## src/rtl/memory_loader.sv

```systemverilog
// Byte-stream program loader: parses a framed image (sync, count, big-endian words,
// checksum), writes each word into program RAM and holds the CPU until the image verifies.
module memory_loader #(
    parameter int         ADDR_WIDTH = 13,
    parameter int         DATA_WIDTH = 16,
    parameter int         DEPTH      = 32,
    parameter logic [7:0] SYNC_BYTE  = 8'hA5
) (
    input  logic                  clock,
    input  logic                  reset_n,
    input  logic                  byte_valid,
    input  logic [7:0]            byte_data,
    output logic                  byte_ready,
    output logic                  write_enable,
    output logic [ADDR_WIDTH-1:0] write_address,
    output logic [DATA_WIDTH-1:0] write_value,
    output logic                  cpu_hold,
    output logic                  done,
    output logic                  error
);

    typedef enum logic [2:0] {
        S_IDLE,
        S_COUNT,
        S_HIGH,
        S_LOW,
        S_WRITE,
        S_CHECK,
        S_DONE,
        S_ERROR
    } state_t;

    // Count byte is 8 bits, so a 9-bit limit keeps the range check exact for any DEPTH.
    localparam logic [8:0] DEPTH_LIM = 9'(DEPTH);

    state_t                 state_q, state_d;
    logic [7:0]             count_q, count_d;
    logic [7:0]             high_q, high_d;
    logic [7:0]             word_cnt_q, word_cnt_d;
    logic [7:0]             sum_q, sum_d;
    logic                   byte_ready_q, byte_ready_d;
    logic                   write_enable_q, write_enable_d;
    logic [ADDR_WIDTH-1:0]  write_address_q, write_address_d;
    logic [DATA_WIDTH-1:0]  write_value_q, write_value_d;
    logic                   cpu_hold_q, cpu_hold_d;
    logic                   done_q, done_d;
    logic                   error_q, error_d;
    logic                   xfer;

    assign xfer = byte_valid && byte_ready_q;

    always_comb begin
        state_d         = state_q;
        count_d         = count_q;
        high_d          = high_q;
        word_cnt_d      = word_cnt_q;
        sum_d           = sum_q;
        write_enable_d  = 1'b0;
        write_address_d = write_address_q;
        write_value_d   = write_value_q;
        cpu_hold_d      = cpu_hold_q;
        done_d          = done_q;
        error_d         = error_q;

        case (state_q)
            // Idle and both terminal states resynchronise on the marker and drop anything else.
            S_IDLE, S_DONE, S_ERROR: begin
                if (xfer && byte_data == SYNC_BYTE) begin
                    state_d    = S_COUNT;
                    sum_d      = 8'd0;
                    word_cnt_d = 8'd0;
                    done_d     = 1'b0;
                    error_d    = 1'b0;
                    cpu_hold_d = 1'b1;
                end
            end
            S_COUNT: begin
                if (xfer) begin
                    count_d = byte_data;
                    if (byte_data == 8'd0 || {1'b0, byte_data} > DEPTH_LIM) begin
                        state_d = S_ERROR;
                        error_d = 1'b1;
                    end else begin
                        state_d = S_HIGH;
                    end
                end
            end
            S_HIGH: begin
                if (xfer) begin
                    high_d  = byte_data;
                    sum_d   = sum_q + byte_data;
                    state_d = S_LOW;
                end
            end
            S_LOW: begin
                if (xfer) begin
                    sum_d           = sum_q + byte_data;
                    write_enable_d  = 1'b1;
                    write_address_d = ADDR_WIDTH'(word_cnt_q);
                    write_value_d   = DATA_WIDTH'({high_q, byte_data});
                    state_d         = S_WRITE;
                end
            end
            S_WRITE: begin
                word_cnt_d = word_cnt_q + 8'd1;
                state_d    = (word_cnt_q + 8'd1 == count_q) ? S_CHECK : S_HIGH;
            end
            S_CHECK: begin
                if (xfer) begin
                    if (byte_data == sum_q) begin
                        state_d    = S_DONE;
                        done_d     = 1'b1;
                        cpu_hold_d = 1'b0;
                    end else begin
                        state_d = S_ERROR;
                        error_d = 1'b1;
                    end
                end
            end
            default: state_d = S_IDLE;
        endcase

        // Registered ready: low exactly for the cycle spent in WRITE.
        byte_ready_d = (state_d != S_WRITE);
    end

    always_ff @(posedge clock or negedge reset_n) begin
        if (!reset_n) begin
            state_q         <= S_IDLE;
            count_q         <= 8'd0;
            high_q          <= 8'd0;
            word_cnt_q      <= 8'd0;
            sum_q           <= 8'd0;
            byte_ready_q    <= 1'b1;
            write_enable_q  <= 1'b0;
            write_address_q <= '0;
            write_value_q   <= '0;
            cpu_hold_q      <= 1'b1;
            done_q          <= 1'b0;
            error_q         <= 1'b0;
        end else begin
            state_q         <= state_d;
            count_q         <= count_d;
            high_q          <= high_d;
            word_cnt_q      <= word_cnt_d;
            sum_q           <= sum_d;
            byte_ready_q    <= byte_ready_d;
            write_enable_q  <= write_enable_d;
            write_address_q <= write_address_d;
            write_value_q   <= write_value_d;
            cpu_hold_q      <= cpu_hold_d;
            done_q          <= done_d;
            error_q         <= error_d;
        end
    end

    assign byte_ready    = byte_ready_q;
    assign write_enable  = write_enable_q;
    assign write_address = write_address_q;
    assign write_value   = write_value_q;
    assign cpu_hold      = cpu_hold_q;
    assign done          = done_q;
    assign error         = error_q;

endmodule

```

## config.mk

```make
export PLATFORM = sky130hd
export DESIGN_NAME = memory_loader
export DESIGN_NICKNAME = d
export VERILOG_FILES = /design/src/rtl/memory_loader.sv
export SDC_FILE = /design/constraint.sdc
export NUM_CORES = 1
export LEC_CHECK = 0
export ABC_CLOCK_PERIOD_IN_PS = 2300
export CORE_MARGIN = 3
export CORE_UTILIZATION = 50
export CTS_CLUSTER_SIZE = 16
export DETAILED_ROUTE_END_ITERATION = 10
export MAX_ROUTING_LAYER = met4
export PLACE_DENSITY = 0.71
export SYNTH_ARGS = -nofsm -noshare
export SYNTH_HDL_FRONTEND = slang
export SYNTH_SLANG_ARGS = --single-unit
```

## constraint.sdc

```tcl
create_clock -name clock -period 2.3 [get_ports clock]
set_input_delay 0.46 -clock clock [delete_from_list [all_inputs] [get_ports clock]]
set_output_delay 0.46 -clock clock [all_outputs]
set_load 0.03 [all_outputs]
```

==> summary.md, run 1 <==
| Metric | Value |
|---|---|
| Core Area | 6386 um^2 |
| Largest net degree at the start of global routing | 41 |
| Syn_area_per_cell | 10.69 um^2 |
| Post-synth cell types | 55 |
| Slew of the pin with the lowest slew margin | 0.5694 ns |
| Hold_buf cts | 0 |
| Std-Cell Rows | 29 |
| First-pass GRT wire length | 12.59 mm |
| Maximum clock rate | 443.3 MHz |
| Yosys reg bits | 64 |
| FF-to-FF Start | sum_q[1]$_DFFE_PN0P_ |
| CTS buffer count | 9 |
| Final Hold Fails | 0 |
| CP bufs+invs | 0 |
| Fin cells | 475 |
| ANT nets after route | 0 |
| Worst-Skew Late Latency | 0.36 ns |
| Gpl congestion | 0.9144 |
| Tmin final | 2.256 ns |
| Diode count | 0 |
| DP Area | 4060 um^2 |
| Layout cell share with drive strength beyond 1 | 29.90% |
| Max H-tree Level | 3 |
| Clk_skew | 0.007594 ns |
| Setup_tns | 0 ns |
| GRT Total Usage | 22.16% |
| Critical-path cell list | ha_4 -> a21oi_2 -> nor2b_1 -> o31a_1 -> o41ai_2 -> xor2_1 -> or4b_1 -> nand3_1 |
| Slowest CP cell | or4b_1 |
| Final HPWL DP | 5.367 mm |
| Hold_ws | 0.08865 ns |
| Dpl ws | -0.5420 ns |
| Fillcell total | 503 |
| Synth-to-layout area growth | 31.61% |
| Final Net Count | 414 |
| CTS tree | built |
| Largest delay share family, worst path | compound AO/OA/AOI/OAI gates |
| DRT iter0 DRCs | 108 |
| Critical path peak fanout | 3 |
| Slew headroom | 62.04% |
| Clock sink count | 64 |
| Die ar. | 7663 um^2 |
| Synth Flop Type | dfrtp_1 |
| Mapped Area | 3324 um^2 |
| Tcrit/Tclk final | 98.08% |
| Die Width | 87.54 um |
| Max VDD drop | 0.7566 mV |
| Slowest stage delay, CP | 0.52 ns |
| Worst R2R Setup Slack | 0.04 ns |
| Power per cell area | 1381 nW/um^2 |
| Pleak | 1.990 nW |
| Clk buf depth | 2 |
| Die H | 87.54 um |
| Starting Density | 52.06% |
| Drt first pass iters | 6 |
| PortBufs | 39 |
| Reg2reg path depth | 8 |
| Root Driver | clkbuf_8 |
| Total power | 6.044 mW |
| Avg WL per Cell | 15.86 um |
| Clock transition at path regs | 0.08 ns |
| Synthesized instance count | 311 |
| Status | complete, no violations |
| Ports | 45 |
| Hold crit path type | in -> async |
| CP Capture Type | flop |
| Vias per cell | 5.600 |
| RSZ-0062 raised after global routing | true |
| Final std cell area, no fill | 4375 um^2 |
| Crit start category | flop |
| Drt total wl | 7.533 mm |
| Post-synthesis async set-or-reset flop share | 100.0% |
| Crit path DAT | 2.55 ns |
| Multi-input combinational cell area | 1649 um^2 |
| Initial antenna violation count | 0 |
| # setup viols final | 0 |
| Residual DRC | 0 |
| Number of global-route vias before repair | 2644 |
| Placed Cells | 456 |
| Max Cap Violations | 0 |
| Register area share after synthesis | 48.25% |
| Routed via count | 2660 |
| Final Max Tran Viols | 0 |
| Synth Warn # | 0 |
| Final core utilization | 68.51% |
| Reg area | 1607 um^2 |
| Number of flops mapped to enable cells by yosys | 0 |
| Crit. path cell count | 8 |
| Critical Path RT | 2.59 ns |
| Final setup margin | 0.04414 ns |
| GRT overflow | 0 |
| FF-to-FF End | sum_q[7]$_DFFE_PN0P_ |
| WS Path Type | reg -> reg |
==> synth_stat cells, drive strengths merged (6+ instances only) <==
cell type   n  area, um^2
ha          9       112.6
or3         6       43.79
nand3      10       62.56
buf         7       60.06
mux2       32       360.4
nand2      53       198.9
xor2        6       52.55
dfrtp      62        1551
xnor2      11       96.34
nor2       14       52.55
a21o        6       46.30
o21ai      22       110.1
and3        6       40.03
clkbuf     11       61.31
==> layout by cell type, fill, tap and decap left out, drive strengths merged, types with 3 or more instances in the layout <==
| cell | Yosys | final |
|---|---|---|
| a211oi | 3 | 3 |
| a21o | 6 | 6 |
| a21oi | 5 | 5 |
| and3 | 6 | 6 |
| buf | 7 | 47 |
| clkbuf | 11 | 9 |
| clkdlybuf4s50 | 0 | 33 |
| conb | 1 | 5 |
| dfrtp | 62 | 62 |
| dlymetal6s2s | 0 | 3 |
| ha | 9 | 9 |
| inv | 4 | 6 |
| mux2 | 32 | 32 |
| nand2 | 53 | 53 |
| nand3 | 10 | 10 |
| nor2 | 14 | 14 |
| nor3 | 5 | 5 |
| o21ai | 22 | 22 |
| o31ai | 4 | 4 |
| or3 | 6 | 6 |
| xnor2 | 11 | 11 |
| xor2 | 6 | 6 |
==> metal layers <==
metal	share of wire (%)	routed length [um]	GRT usage (%)
met3	4.0	298	3.198
met1	45	3363	28.95
met4	2.0	148	11.02
met5	0	0	-
met2	49	3723	33.77
==> worst register-to-register path, cell delays in order, from the launching register on <==
cell	delay [ns]
dfrtp_1	0.42
ha_4	0.25
a21oi_2	0.10
nor2b_1	0.06
o31a_1	0.28
o41ai_2	0.32
xor2_1	0.14
or4b_1	0.52
nand3_1	0.09
==> worst max path at each step <==
stage	endpoint	from
final	sum_q[7]$_DFFE_PN0P_	sum_q[1]$_DFFE_PN0P_
after global routing	sum_q[7]$_DFFE_PN0P_	sum_q[1]$_DFFE_PN0P_
after CTS	sum_q[6]$_DFFE_PN0P_	byte_data[0]
after detailed placement	sum_q[7]$_DFFE_PN0P_	byte_data[1]
after global placement	sum_q[7]$_DFFE_PN0P_	byte_data[1]
after floorplan	sum_q[7]$_DFFE_PN0P_	byte_ready$_DFF_PN1_
==> state kept, by name (all words and copies together) (netlist names) <==
signal         flops
byte_ready         1
count_q            8
cpu_hold           1
done               1
error              1
high_q             8
state_q            3
sum_q              8
word_cnt_q         8
write_address      8
write_enable       1
write_value       16
==> repair_timing <==
action                                 in CTS  in global routing
setup endpoints to repair                   6                  5
pin swaps                                   0                  4
resized for setup                           6                 12
buffers inserted                            0                  3
endpoints found under the hold margin       0                  0
cloned                                      0                  0
==> cells by family after synthesis <==
group                    Yosys count  share of synthesized area, %
AO/OA/AOI/OAI                     58                         12.72
XOR/XNOR                          17                         4.479
adder cells (fa/ha/maj)           10                         3.990
buffers and inverters             23                         4.215
flip-flops                        64                         48.25
multiplexers                      32                         10.84
other                              1                        0.1128
AND/OR/NAND/NOR                  106                         15.39
==> final cells by class <==
class / instances / share of cell area [%]
multi-input combinational: 228 / 37.69
clock inverter: 7 / 2.373
clock buffer: 9 / 2.831
tap: 77 / 2.202
inverter: 5 / 0.4289
timing repair buffer: 85 / 17.76
sequential: 64 / 36.72
==> power by group <==
group,switching [mW],total [mW],internal [mW]
Combinational,1.53,2.93,1.40
Clock,0.489,1.11,0.622
Sequential,0.368,2.00,1.63
Total,2.39,6.04,3.66
(Power assumes the default switching activity.)
==> run 2: changes to the inputs <==
- CELL_PAD_IN_SITES_DETAIL_PLACEMENT: default -> 1
- CELL_PAD_IN_SITES_GLOBAL_PLACEMENT: default -> 1
- CORE_UTILIZATION: 50 -> 43
- PLACE_DENSITY: 0.71 -> 0.76
- TNS_END_PERCENT: default -> 30
==> run 2 against run 1 <==
The run now ends with setup timing left. Flip-flop and latch count unchanged. Global-route usage down 0.50 points. Via count up 0.49%. Fmax down 2.8%. Non-clock buffer count down 1. Utilization down 9.5 points. Die area up 15%. Sequential power about the same. Design area down 0.57%. Register-to-register slack worse by 0.06 ns. Critical endpoint unchanged. Largest cell class unchanged. Largest power group unchanged.
==> summary.md, run 2 (synthesis results as in run 1) <==
| Metric | Value |
|---|---|
| Status | complete, but fails checks |
| Violated checks | setup timing |
| Commonest non-fill, non-tap cell in the layout | dfrtp_1 |
| Std-Cell Rows | 31 |
| Worst R2R Setup Slack | -0.02 ns |
| Clock sink count | 64 |
| Setup crit end | sum_q[7]$_DFFE_PN0P_ |
| Number of global-route vias before repair | 2883 |
| Crit path from | sum_q[1]$_DFFE_PN0P_ |
| Root Driver | clkbuf_8 |
| Routed via count | 2673 |
| Drt first pass iters | 4 |
| Hold_buf cts | 0 |
| Pleak | 1.981 nW |
| Total power | 5.939 mW |
| Tcrit/Tclk final | 100.9% |
| Reg2reg path depth | 8 |
| Die ar. | 8822 um^2 |
| Final std cell area, no fill | 4350 um^2 |
| Largest net degree at the start of global routing | 44 |
| FF-to-FF Start | sum_q[1]$_DFFE_PN0P_ |
| CP Capture Type | flop |
| CTS tree | built |
| Tmin final | 2.320 ns |
| GRT Total Usage | 21.67% |
| Ports | 45 |
| Fillcell total | 809 |
| Critical Path RT | 2.59 ns |
| CTS buffer count | 9 |
| FF-to-FF End | sum_q[7]$_DFFE_PN0P_ |
| Multi-input combinational cell area | 1659 um^2 |
| Power per cell area | 1365 nW/um^2 |
| WS Path Type | reg -> reg |
| Final HPWL DP | 6.234 mm |
| PortBufs | 39 |
| Diode count | 0 |
| Most frequent cells in the layout | dfrtp_1, nand2_1, buf_4 |
| Die Width | 93.93 um |
| Critical-path cell list | ha_4 -> a21oi_2 -> nor2b_1 -> o31a_1 -> o41ai_2 -> xor2_1 -> or4b_1 -> nand3_1 |
| Clk buf depth | 2 |
| First-pass GRT wire length | 14.45 mm |
| Largest register FFs | 16 |
| Slowest CP cell | or4b_1 |
| Final Max Tran Viols | 0 |
| Reg area | 1607 um^2 |
| Clock transition at path regs | 0.08 ns |
| Setup_tns | -0.02041 ns |
| Hold crit path type | in -> async |
| Final Net Count | 413 |
| Crit path DAT | 2.61 ns |
| Synth-to-layout area growth | 30.86% |
| Max VDD drop | 0.5060 mV |
| Starting Density | 45.11% |
| Max Cap Violations | 0 |
| GRT overflow | 0 |
| Slew headroom | 62.92% |
| Core Area | 7370 um^2 |
| Residual DRC | 0 |
| Fin cells | 496 |
| Final setup margin | -0.02041 ns |
| Clk_skew | 0.009711 ns |
| Max H-tree Level | 3 |
| Worst-Skew Late Latency | 0.35 ns |
| # setup viols final | 1 |
| Drt total wl | 8.769 mm |
| Layout cell share with drive strength beyond 1 | 30.98% |
| DP Area | 4080 um^2 |
| DRT iter0 DRCs | 54 |
| Gpl congestion | 0.8407 |
| Crit start category | flop |
| Slowest stage delay, CP | 0.49 ns |
| Placed Cells | 477 |
| Critical path peak fanout | 3 |
| Initial antenna violation count | 0 |
| Final Hold Fails | 0 |
| Vias per cell | 5.389 |
| Maximum clock rate | 431.0 MHz |
| Slew of the pin with the lowest slew margin | 0.5562 ns |
| Avg WL per Cell | 17.68 um |
| Die H | 93.93 um |
| ANT nets after route | 0 |
| RSZ-0062 raised after global routing | true |
## run 2: worst min path at each step
stage	to	slack, ns	depth (start not counted)
6_report	word_cnt_q[3]$_DFFE_PN0P_	0.08	1
5_1_grt	word_cnt_q[3]$_DFFE_PN0P_	0.12	1
4_1_cts	write_address[4]$_DFFE_PN0P_	0.10	1
3_5_place_dp	write_value[11]$_DFFE_PN0P_	0.46	2
3_3_place_gp	write_value[15]$_DFFE_PN0P_	0.45	2
2_1_floorplan	count_q[0]$_DFFE_PN0P_	0.16	0
## run 2: layout make-up
| type | count | area share [%] |
|---|---|---|
| Clock buffer | 9 | 2.847 |
| Clock inverter | 7 | 1.122 |
| Tap cell | 99 | 2.847 |
| Inverter | 5 | 0.4314 |
| Multi-Input combinational cell | 228 | 38.14 |
| Sequential cell | 64 | 36.93 |
| Timing Repair Buffer | 84 | 17.69 |
## run 2: timing repair
item | CTS | global route
resized for setup | 9 | 12
endpoints found under the setup margin | 7 | 12
pin swaps | 4 | 5
buffers inserted | 1 | 2
## run 2: where the power goes
| part | total (mW) | switching, mW | leakage [nW] | internal, mW |
|---|---|---|---|---|
| clock | 0.867 | 0.477 | 0.0889 | 0.390 |
| combinational | 3.08 | 1.64 | 1.10 | 1.44 |
| sequential | 1.99 | 0.360 | 0.793 | 1.63 |
## run 2: layer usage
| metal | track usage, % | vias up | share of wire [%] |
|---|---|---|---|
| met5 | - | - | 0 |
| met4 | 4.934 | 0 | 0.74 |
| met3 | 5.929 | 9 | 3.9 |
| met2 | 34.83 | 45 | 51 |
| met1 | 27.49 | 1364 | 45 |
| li1 | - | 1255 | - |
## run 2: per-stage QoR
step                util, %  setup WS [ns]  hold slack [ns]
floorplan                 -        0.09731           0.1644
global placement      55.36        -0.4510           0.4485
detailed placement    55.36        -0.5449           0.4619
CTS                   58.30       0.001248           0.1024
global route          59.03        -0.1350           0.1152
finish                59.03       -0.02041          0.08298
## run 2: worst max-delay path, delay by kind of cell (launching register included)
family	cells	cell delay [ns]
AND/OR/NAND/NOR	3	0.67
flip-flops	1	0.45
adder cells (fa/ha/maj)	1	0.28
XOR/XNOR	1	0.13
AO/OA/AOI/OAI	3	0.73
==> run 3: changes to the inputs <==
- PLACE_DENSITY: 0.76 -> 0.84
==> run 3 against run 2 <==
The flow still finishes with violations (setup timing). Largest power group unchanged. First-iteration DRC count is 130% higher. Worst hold slack lost 0.029 ns. Sequential share of layout area hardly changed.
==> summary.md, run 3 (synthesis results as in run 1) <==
| Metric | Value |
|---|---|
| Avg WL per Cell | 20.55 um |
| Number of global-route vias before repair | 3044 |
| Root Driver | clkbuf_8 |
| Starting Density | 45.11% |
| Core Area | 7370 um^2 |
| Initial antenna violation count | 0 |
| Fillcell total | 808 |
| Reg area | 1607 um^2 |
| PortBufs | 39 |
| Final std cell area, no fill | 4348 um^2 |
| RSZ-0062 raised after global routing | true |
| Die H | 93.93 um |
| Multi-input combinational cell area | 1667 um^2 |
| WS Path Type | reg -> reg |
| Crit start category | flop |
| Power per cell area | 1423 nW/um^2 |
| Final Hold Fails | 0 |
| Die Width | 93.93 um |
| Slew of the pin with the lowest slew margin | 0.5797 ns |
| Most frequent cells in the layout | dfrtp_1, nand2_1, buf_4 |
| Max Cap Violations | 0 |
| Critical Path RT | 2.58 ns |
| Routed via count | 2745 |
| CTS buffer count | 9 |
| Commonest non-fill, non-tap cell in the layout | dfrtp_1 |
| DP Area | 4065 um^2 |
| CTS tree | built |
| Hold crit path type | in -> async |
| Worst-Skew Late Latency | 0.35 ns |
| Pleak | 1.942 nW |
| Slew headroom | 61.21% |
| CP Capture Type | flop |
| Clock transition at path regs | 0.08 ns |
| Final Net Count | 410 |
| Max H-tree Level | 3 |
| Residual DRC | 0 |
| Drt first pass iters | 4 |
| Max VDD drop | 0.6742 mV |
| First-pass GRT wire length | 16.26 mm |
| Crit path DAT | 2.61 ns |
| Final setup margin | -0.02406 ns |
| GRT overflow | 0 |
| GRT Total Usage | 25.07% |
| Maximum clock rate | 430.3 MHz |
| Layout cell share with drive strength beyond 1 | 30.71% |
| DRT iter0 DRCs | 125 |
| Clk_skew | 0.01438 ns |
| Final Max Tran Viols | 0 |
| Tmin final | 2.324 ns |
| # setup viols final | 1 |
| Drt total wl | 10.13 mm |
| Final core utilization | 59.00% |
| Std-Cell Rows | 31 |
| Gpl congestion | 0.8914 |
| Tcrit/Tclk final | 101.0% |
| Die ar. | 8822 um^2 |
| Fin cells | 493 |
| Synth-to-layout area growth | 30.79% |
| Vias per cell | 5.568 |
| Status | complete, but fails checks |
| Largest net degree at the start of global routing | 46 |
| Clock sink count | 64 |
| Final HPWL DP | 6.697 mm |
| Placed Cells | 475 |
| Diode count | 0 |
| Clk buf depth | 2 |
| Ports | 45 |
| Violated checks | setup timing |
| Largest register FFs | 16 |
| Critical path peak fanout | 3 |
| ANT nets after route | 0 |
==> run 3: path summary, 6_finish.rpt <==
| kind | start | to | slack (ns) | cells past startpoint |
|---|---|---|---|---|
| max in group asynchronous | reset_n | word_cnt_q[0]$_DFFE_PN0P_ | 1.61 | 2 |
| worst max-delay path | sum_q[1]$_DFFE_PN0P_ | sum_q[7]$_DFFE_PN0P_ | -0.02 | 8 |
| worst min register to register | high_q[5]$_DFFE_PN0P_ | write_value[13]$_DFFE_PN0P_ | 0.48 | 2 |
| worst min-delay path | reset_n | write_value[13]$_DFFE_PN0P_ | 0.05 | 1 |
| min in group clock | high_q[5]$_DFFE_PN0P_ | write_value[13]$_DFFE_PN0P_ | 0.48 | 2 |
| worst max register to register | sum_q[1]$_DFFE_PN0P_ | sum_q[7]$_DFFE_PN0P_ | -0.02 | 8 |
==> run 3: report_power, final <==
group | leakage (nW) | switching (mW) | internal (mW)
sequential | 0.793 | 0.404 | 1.63
combinational | 1.05 | 1.73 | 1.43
clock | 0.0952 | 0.487 | 0.500
total | 1.94 | 2.62 | 3.56
==> run 3: layer usage <==
layer | up-vias | track usage (%) | routed length [um] | part of all wire (%)
met5 | - | - | 0 | 0
met4 | 0 | 10.47 | 224 | 2.2
met1 | 1415 | 30.81 | 4430 | 44
li1 | 1248 | - | - | -
met2 | 60 | 41.04 | 5195 | 51
met3 | 22 | 4.247 | 282 | 2.8
==> run 3: layout make-up <==
| type | instances | share of cell area (%) |
|---|---|---|
| Clock inverter | 7 | 1.669 |
| Clock buffer | 9 | 2.849 |
| Timing Repair Buffer | 81 | 16.92 |
| Inverter | 5 | 0.4317 |
| Multi-Input combinational cell | 228 | 38.33 |
| Sequential cell | 64 | 36.95 |
| Tap cell | 99 | 2.849 |
==> run 3: critical path, stage by stage, from the launching register on <==
cell     delay [ns]
dfrtp_1        0.43
ha_4           0.26
a21oi_2        0.13
nor2b_1        0.07
o31a_1         0.28
o41ai_2        0.30
xor2_1         0.15
or4b_1         0.53
nand3_2        0.10
==> run 3: per-stage QoR <==
stage / hold slack, ns / setup slack [ns] / power [mW] / TNS [ns]
2_1_floorplan: 0.1644 / 0.09731 / 3.893 / 0
3_3_place_gp: 0.4363 / -0.5070 / 4.821 / -5.539
3_5_place_dp: 0.4384 / -0.6155 / 5.000 / -7.254
4_1_cts: 0.05027 / -0.007251 / 6.111 / -0.007251
5_1_grt: 0.07592 / -0.08417 / 6.555 / -0.1050
6_report: 0.05372 / -0.02406 / 6.185 / -0.02406
==> run 3: repair_timing <==
| action | in CTS | in global routing |
|---|---|---|
| gates resized for setup | 15 | 8 |
| setup buffers | 2 | 0 |
| setup endpoints to repair | 7 | 5 |
| hold buffers | 0 | 0 |
| pin swaps | 6 | 2 |
